$ cat config.mk
export PLATFORM = sky130hd
export DESIGN_NAME = bf16_acc
export DESIGN_NICKNAME = d
export VERILOG_FILES = /design/src/rtl/bf16_pkg.sv /design/src/rtl/bf16_add.sv /design/src/rtl/bf16_acc.sv
export SDC_FILE = /design/constraint.sdc
export NUM_CORES = 1
export LEC_CHECK = 0
export CAP_MARGIN = 20
export CORE_ASPECT_RATIO = 0.6
export CORE_MARGIN = 4
export CORE_UTILIZATION = 60
export DETAILED_ROUTE_END_ITERATION = 6
export PLACE_DENSITY = 0.84
export SYNTH_ARGS = -nofsm -noshare
export SYNTH_HDL_FRONTEND = slang
export SYNTH_SLANG_ARGS = --single-unit
$ cat constraint.sdc
create_clock -name clk -period 15.4 [get_ports clk]
set_clock_uncertainty 0.15 [all_clocks]
set_input_delay 4.62 -clock clk [delete_from_list [all_inputs] [get_ports clk]]
set_output_delay 4.62 -clock clk [all_outputs]
set_load 0.01 [all_outputs]
$ cat src/rtl/bf16_pkg.sv
// rtl/bf16_pkg.sv - shared bfloat16 types, constants and classification helpers
package bf16_pkg;

  typedef struct packed {
    logic       s;
    logic [7:0] e;
    logic [6:0] m;
  } bf16_t;

  localparam logic [15:0] BF16_POS_ZERO = 16'h0000;
  localparam logic [15:0] BF16_QNAN     = 16'h7FC0;
  localparam logic [7:0]  BF16_EXP_MAX  = 8'hFF;

  function automatic logic bf16_is_nan(input bf16_t v);
    return (v.e == BF16_EXP_MAX) && (v.m != 7'h00);
  endfunction

  function automatic logic bf16_is_inf(input bf16_t v);
    return (v.e == BF16_EXP_MAX) && (v.m == 7'h00);
  endfunction

endpackage

$ cat src/rtl/bf16_add.sv
// rtl/bf16_add.sv - combinational bfloat16 adder, round-to-nearest-even, subnormals kept
module bf16_add
  import bf16_pkg::*;
(
  input  bf16_t a_i,
  input  bf16_t b_i,
  output bf16_t y_o
);

  // Position of the leading one in an 11-bit word, 11 when the word is zero.
  function automatic logic [3:0] lzc11(input logic [10:0] v);
    logic [3:0] n;
    n = 4'd11;
    for (int i = 0; i <= 10; i++) begin
      if (v[i]) n = 4'(10 - i);
    end
    return n;
  endfunction

  bf16_t       big, sml;
  logic [7:0]  eb_big, eb_sml, d, limit, sh;
  logic [7:0]  sig_big, sig_sml;
  logic [21:0] wide;
  logic [10:0] shifted, a11, b11, n11;
  logic        lost, eff_sub, rnd;
  logic [11:0] sum12;
  logic [3:0]  lz;
  logic [9:0]  ex;
  logic [8:0]  sig9;
  logic [7:0]  sig;

  // Align the smaller operand with guard/round/sticky bits, add, normalise and round.
  always_comb begin
    y_o     = bf16_t'(BF16_POS_ZERO);
    big     = a_i;
    sml     = b_i;
    if ({b_i.e, b_i.m} > {a_i.e, a_i.m}) begin
      big = b_i;
      sml = a_i;
    end
    // Subnormals share the exponent of the smallest normal but have no hidden one.
    eb_big  = (big.e == 8'h00) ? 8'd1 : big.e;
    eb_sml  = (sml.e == 8'h00) ? 8'd1 : sml.e;
    sig_big = {big.e != 8'h00, big.m};
    sig_sml = {sml.e != 8'h00, sml.m};
    d       = eb_big - eb_sml;
    wide    = {sig_sml, 14'b0} >> d;
    shifted = wide[21:11];
    lost    = |wide[10:0];
    if (d >= 8'd22) begin
      shifted = 11'h000;
      lost    = |sig_sml;
    end
    a11     = {sig_big, 3'b000};
    b11     = {shifted[10:1], shifted[0] | lost};
    eff_sub = big.s ^ sml.s;
    sum12   = eff_sub ? ({1'b0, a11} - {1'b0, b11}) : ({1'b0, a11} + {1'b0, b11});
    ex      = {2'b00, eb_big};
    lz      = lzc11(sum12[10:0]);
    limit   = eb_big - 8'd1;
    sh      = 8'h00;
    n11     = sum12[10:0];
    if (sum12[11]) begin
      n11 = {sum12[11:2], sum12[1] | sum12[0]};
      ex  = ex + 10'd1;
    end else begin
      // Never normalise below the smallest exponent; the result then stays subnormal.
      sh  = (8'(lz) < limit) ? 8'(lz) : limit;
      n11 = sum12[10:0] << sh;
      ex  = ex - {2'b00, sh};
    end
    rnd  = n11[2] & (n11[1] | n11[0] | n11[3]);
    sig9 = {1'b0, n11[10:3]} + {8'h00, rnd};
    sig  = sig9[7:0];
    if (sig9[8]) begin
      sig = 8'h80;
      ex  = ex + 10'd1;
    end

    if (bf16_is_nan(a_i) || bf16_is_nan(b_i) ||
        (bf16_is_inf(a_i) && bf16_is_inf(b_i) && (a_i.s != b_i.s))) begin
      y_o = bf16_t'(BF16_QNAN);
    end else if (bf16_is_inf(a_i)) begin
      y_o = a_i;
    end else if (bf16_is_inf(b_i)) begin
      y_o = b_i;
    end else if (sum12 == 12'h000) begin
      // Exact cancellation gives +0; only (-0)+(-0) keeps the negative sign.
      y_o = '{s: big.s & sml.s, e: 8'h00, m: 7'h00};
    end else if (ex >= 10'd255) begin
      y_o = '{s: big.s, e: BF16_EXP_MAX, m: 7'h00};
    end else begin
      y_o = '{s: big.s, e: (sig[7] ? ex[7:0] : 8'h00), m: sig[6:0]};
    end
  end

endmodule

$ cat src/rtl/bf16_acc.sv
// rtl/bf16_acc.sv - streaming bfloat16 frame accumulator; option macro BF16_ACC_NAN_STICKY_EN
module bf16_acc
  import bf16_pkg::*;
#(
  parameter int CNT_W = 8
) (
  input  logic             clk,
  input  logic             nreset,
  input  logic             in_valid_i,
  output logic             in_ready_o,
  input  logic             in_last_i,
  input  logic             s_i,
  input  logic [7:0]       e_i,
  input  logic [6:0]       m_i,
  output logic             out_valid_o,
  input  logic             out_ready_i,
  output logic             s_o,
  output logic [7:0]       e_o,
  output logic [6:0]       m_o,
  output logic [CNT_W-1:0] cnt_o
);

  bf16_t            x_q, x_d;
  logic             x_last_q, x_last_d;
  logic             x_vld_q, x_vld_d;
  bf16_t            acc_q, acc_d;
  logic [CNT_W-1:0] cnt_q, cnt_d;
  logic             out_valid_q, out_valid_d;
  bf16_t            res_q, res_d;
  logic [CNT_W-1:0] res_cnt_q, res_cnt_d;
  logic             rdy_en_q, rdy_en_d;
`ifdef BF16_ACC_NAN_STICKY_EN
  logic             nan_q, nan_d;
  logic             fold_nan;
`endif

  bf16_t            sum;
  bf16_t            fold_acc, fold_res;
  logic [CNT_W-1:0] cnt_inc;
  logic             in_hs, out_hs;

  bf16_add u_add (
    .a_i (acc_q),
    .b_i (x_q),
    .y_o (sum)
  );

  // Hold off while the frame's last operand is pending or its result is unconsumed.
  assign in_ready_o  = rdy_en_q & ~(x_vld_q & x_last_q) & ~out_valid_q;
  assign in_hs       = in_valid_i & in_ready_o;
  assign out_hs      = out_valid_q & out_ready_i;
  assign out_valid_o = out_valid_q;
  assign s_o         = res_q.s;
  assign e_o         = res_q.e;
  assign m_o         = res_q.m;
  assign cnt_o       = res_cnt_q;
  assign rdy_en_d    = 1'b1;

  // Next-state: capture operand, fold the previous one, publish and clear at frame end.
  always_comb begin
    cnt_inc  = (cnt_q == {CNT_W{1'b1}}) ? cnt_q : cnt_q + CNT_W'(1);
`ifdef BF16_ACC_NAN_STICKY_EN
    fold_nan = nan_q | bf16_is_nan(sum);
    fold_acc = nan_q ? acc_q : sum;
    fold_res = fold_nan ? bf16_t'(BF16_QNAN) : sum;
    nan_d    = nan_q;
`else
    fold_acc = sum;
    fold_res = sum;
`endif
    x_vld_d     = in_hs;
    x_d         = in_hs ? bf16_t'{s: s_i, e: e_i, m: m_i} : x_q;
    x_last_d    = in_hs ? in_last_i : x_last_q;
    acc_d       = acc_q;
    cnt_d       = cnt_q;
    res_d       = res_q;
    res_cnt_d   = res_cnt_q;
    out_valid_d = out_hs ? 1'b0 : out_valid_q;
    if (x_vld_q) begin
      acc_d = fold_acc;
      cnt_d = cnt_inc;
`ifdef BF16_ACC_NAN_STICKY_EN
      nan_d = fold_nan;
`endif
      if (x_last_q) begin
        res_d       = fold_res;
        res_cnt_d   = cnt_inc;
        out_valid_d = 1'b1;
        acc_d       = bf16_t'(BF16_POS_ZERO);
        cnt_d       = '0;
`ifdef BF16_ACC_NAN_STICKY_EN
        nan_d       = 1'b0;
`endif
      end
    end
  end

  // State registers; reset empties the pipeline and discards any partial sum.
  always_ff @(posedge clk or negedge nreset) begin
    if (!nreset) begin
      x_q         <= bf16_t'(BF16_POS_ZERO);
      x_last_q    <= 1'b0;
      x_vld_q     <= 1'b0;
      acc_q       <= bf16_t'(BF16_POS_ZERO);
      cnt_q       <= '0;
      out_valid_q <= 1'b0;
      res_q       <= bf16_t'(BF16_POS_ZERO);
      res_cnt_q   <= '0;
      rdy_en_q    <= 1'b0;
`ifdef BF16_ACC_NAN_STICKY_EN
      nan_q       <= 1'b0;
`endif
    end else begin
      x_q         <= x_d;
      x_last_q    <= x_last_d;
      x_vld_q     <= x_vld_d;
      acc_q       <= acc_d;
      cnt_q       <= cnt_d;
      out_valid_q <= out_valid_d;
      res_q       <= res_d;
      res_cnt_q   <= res_cnt_d;
      rdy_en_q    <= rdy_en_d;
`ifdef BF16_ACC_NAN_STICKY_EN
      nan_q       <= nan_d;
`endif
    end
  end

endmodule

==> results by group <==
Place
  • Routability congestion estimate: 1.04
  • Placed cell count: 1304
  • Placed Area: slightly above 9000 um^2
  • Detail Placement HPWL: approximately 22000 um
  • PortBufs: 46

Job
  • # Max-Cap Violations: 0

Layout
  • Layout filler cell count: 1129
  • Layout area overhead: 11.0%
  • Non-filler cells in the finished layout: 1325
  • Final net count: between 1k and 1.5k
  • Most frequent cells in the layout: nand2_1, nor2_1, a21oi_1
  • Post-route core utilization: 68.8%
  • Storage element area: 1700 um^2
  • Commonest non-fill, non-tap cell in the layout: nand2_1
  • Footprint of the multi-input gates: about 6500 um^2
  • Final Cell Area: roughly 9500 um^2
  • Antenna cells: 0
  • Share of cells above drive strength 1: a little under a tenth

Logic synthesis
  • Netlist cell types: 111
  • Leading area contributor after synthesis: dfrtp_1
  • Cell area after synthesis: 8570 um^2
  • EDFF count, synth: 0
  • Xor/xnor share of the synthesized area: 3.63%
  • Mapped Cells: ~1.1k
  • Mux share of post-synthesis cell area: under 10%
  • Share of the synthesized area in the top cell type: 19.9%
  • Synthesized-area fraction occupied by adder cells: 7.71%
  • Seq/Total Area, Yosys: around a fifth
  • Post-Synth Simple-Gate Area: 26.2%
  • Register bit total from synthesis: 68
  • Async SR Flop Fraction: 100%
  • Largest cells by area after synthesis: dfrtp_1, ha_1, nand2_1, a21oi_1, nor2_1
  • Avg Inst Size Synth: around 8 um^2
  • Compound-Gate Fraction of Synth Area: 31.8%
  • Combinational family with the most area after synthesis: compound AO/OA/AOI/OAI gates
  • Main synth FF type: dfrtp_1
  • Synth Warn #: 0

CTS
  • Worst-path clk slew: 0.06 ns
  • Htree depth: 3
  • CTS hold repair buffers: 0
  • Later-pin clock latency in the skew report: 0.34 ns
  • Root Buffer: clkbuf_16
  • CTS tree: yes
  • CTS max path bufs: 2
  • Clk sinks: 68
  • Clock buffer count from CTS: 9

Worst setup path
  • Max incr delay on CP: 0.69 ns
  • Critical R2R Capture: acc_q[10]
  • Reg2Reg Launch Point: acc_q[10]
  • Critical path class: flip-flop to flip-flop
  • Crit end category: flip-flop
  • CP Data Arrival Time: 14.32 ns
  • Crit path launch: acc_q[10]
  • CP endpoint: acc_q[10]
  • Worst Setup Start Kind: flip-flop
  • Worst EP required: about 15 ns
  • Crit-path max FO: 13
  • R2R setup slack: around 1.1 ns
  • Slowest cell on crit path: or4_1
  • Worst r2r path cells: 54

STA
  • Final Hold Vio Count: 0
  • RSZ-0062 raised after global routing: no
  • TNS Setup: 0 ns
  • Final Cycle Share: ~93%
  • Max Clock Freq: 70.0 MHz
  • Max-slew violations: 0
  • Worst-Margin Slew: 1.04 ns
  • Setup violations, final: 0
  • Post-route minimum period: 14.29 ns
  • Slew HR: 30.3%

Drt
  • Antenna-violating nets left: 0
  • Post-DR wirelength/cell: 21.4 um
  • Initial DRC count: 1329
  • Residual DRC: 0
  • Routed WL: 28400 um
  • DRT Pass-1 Iters: 5
  • DR vias/cell: 7.05
  • DR vias: 9342

Floorplan
  • Die footprint: approximately 16000 um^2
  • Core Box Area: 13800 um^2
  • Die height: 101 um
  • Cell Rows: 33
  • Io pins: 47
  • Die W: 162 um
  • Initial Util: 62.0%

Min path
  • Hold crit path type: flip-flop to flip-flop

Global routing
  • Number of global-route vias before repair: 8388
  • Initial antenna violation count: 0
  • GRT overflow: 0
  • GRT Total Usage: 33.8%
  • First-pass GRT wire length: 44600 um
  • Largest net degree at the start of global routing: 69

Status
  • Status: complete, no violations
## per-stage QoR
step                hold slack [ns]  worst slack [ns]
floorplan                     0.350              3.04
global placement              0.315              1.39
detailed placement            0.321             0.736
CTS                           0.336             0.582
global route                  0.365             0.180
finish                        0.334              1.11
## cells by family (layout without fill, tap and decap cells)
family | count (synthesis) | in the layout
AO/OA/AOI/OAI | 377 | 378
multiplexers | 45 | 45
buffers and inverters | 101 | 129
other | 1 | 3
AND/OR/NAND/NOR | 425 | 425
adder cells (fa/ha/maj) | 51 | 51
XOR/XNOR | 34 | 34
flip-flops | 68 | 68
## timing repair
action | CTS | global route
setup buffers | 0 | 4
endpoints found under the setup margin | 0 | 30
resized for setup | 0 | 2
## per-layer routing
metal / part of all wire (%) / track usage (%) / up-vias
met2: 38 / 44.2 / 622
met4: 1.3 / 6.24 / 0
met3: 14 / 13.2 / 44
met5: 0 / 0 / -
met1: 46 / 52.2 / 4436
li1: - / - / 4240
## cells in the mapped netlist, drive strengths merged, types with 11 or more instances
master and count:
o21a 14, xnor2 21, nand4 11, nor3 37
and3 14, mux2 15, xor2 12, inv 56
clkbuf 29, mux2i 26, nand2b 14, o211ai 21
nor2 93, a31oi 18, a211oi 35, and4 12
nand2 126, nand3 33, nor4 23, ha 48
a211o 11, buf 15, dfrtp 68, o31ai 15
a21oi 75, and2 19, o21ai 82
## area by class of cell
type / count / share of cell area (%)
Multi-Input combinational cell: 936 / 68.3
Sequential cell: 68 / 17.9
Timing Repair Buffer: 56 / 5.58
Clock buffer: 11 / 2.55
Tap cell: 192 / 2.53
Inverter: 57 / 2.25
Clock inverter: 5 / 0.881
## worst min-delay path by stage
stage,from,end,slack (ns),cells after the start
4_1_cts,cnt_o[6],cnt_o[6],0.34,2
5_1_grt,cnt_o[2],cnt_o[2],0.37,2
6_report,cnt_o[6],cnt_o[6],0.33,2
3_5_place_dp,cnt_o[2],cnt_o[2],0.32,2
3_3_place_gp,cnt_o[6],cnt_o[6],0.31,2
2_1_floorplan,acc_q[1],acc_q[1],0.35,1
## flip-flops by register name, indices dropped and copies added, names as in the netlist, 7 cells and up
signal / count
e_o: 8
m_o: 7
x_q: 16
cnt_q: 8
acc_q: 16
cnt_o: 8
## worst max-delay path, delay by kind of cell (launching register included)
family / cells / cell delay [ns]
multiplexers: 2 / 0.84
AO/OA/AOI/OAI: 16 / 3.22
XOR/XNOR: 3 / 0.84
AND/OR/NAND/NOR: 20 / 5.18
adder cells (fa/ha/maj): 7 / 2.38
flip-flops: 1 / 0.53
buffers and inverters: 6 / 0.96
Power is not shown: default switching activity piles up to over one toggle a cycle in this logic, so the estimate is an artifact.
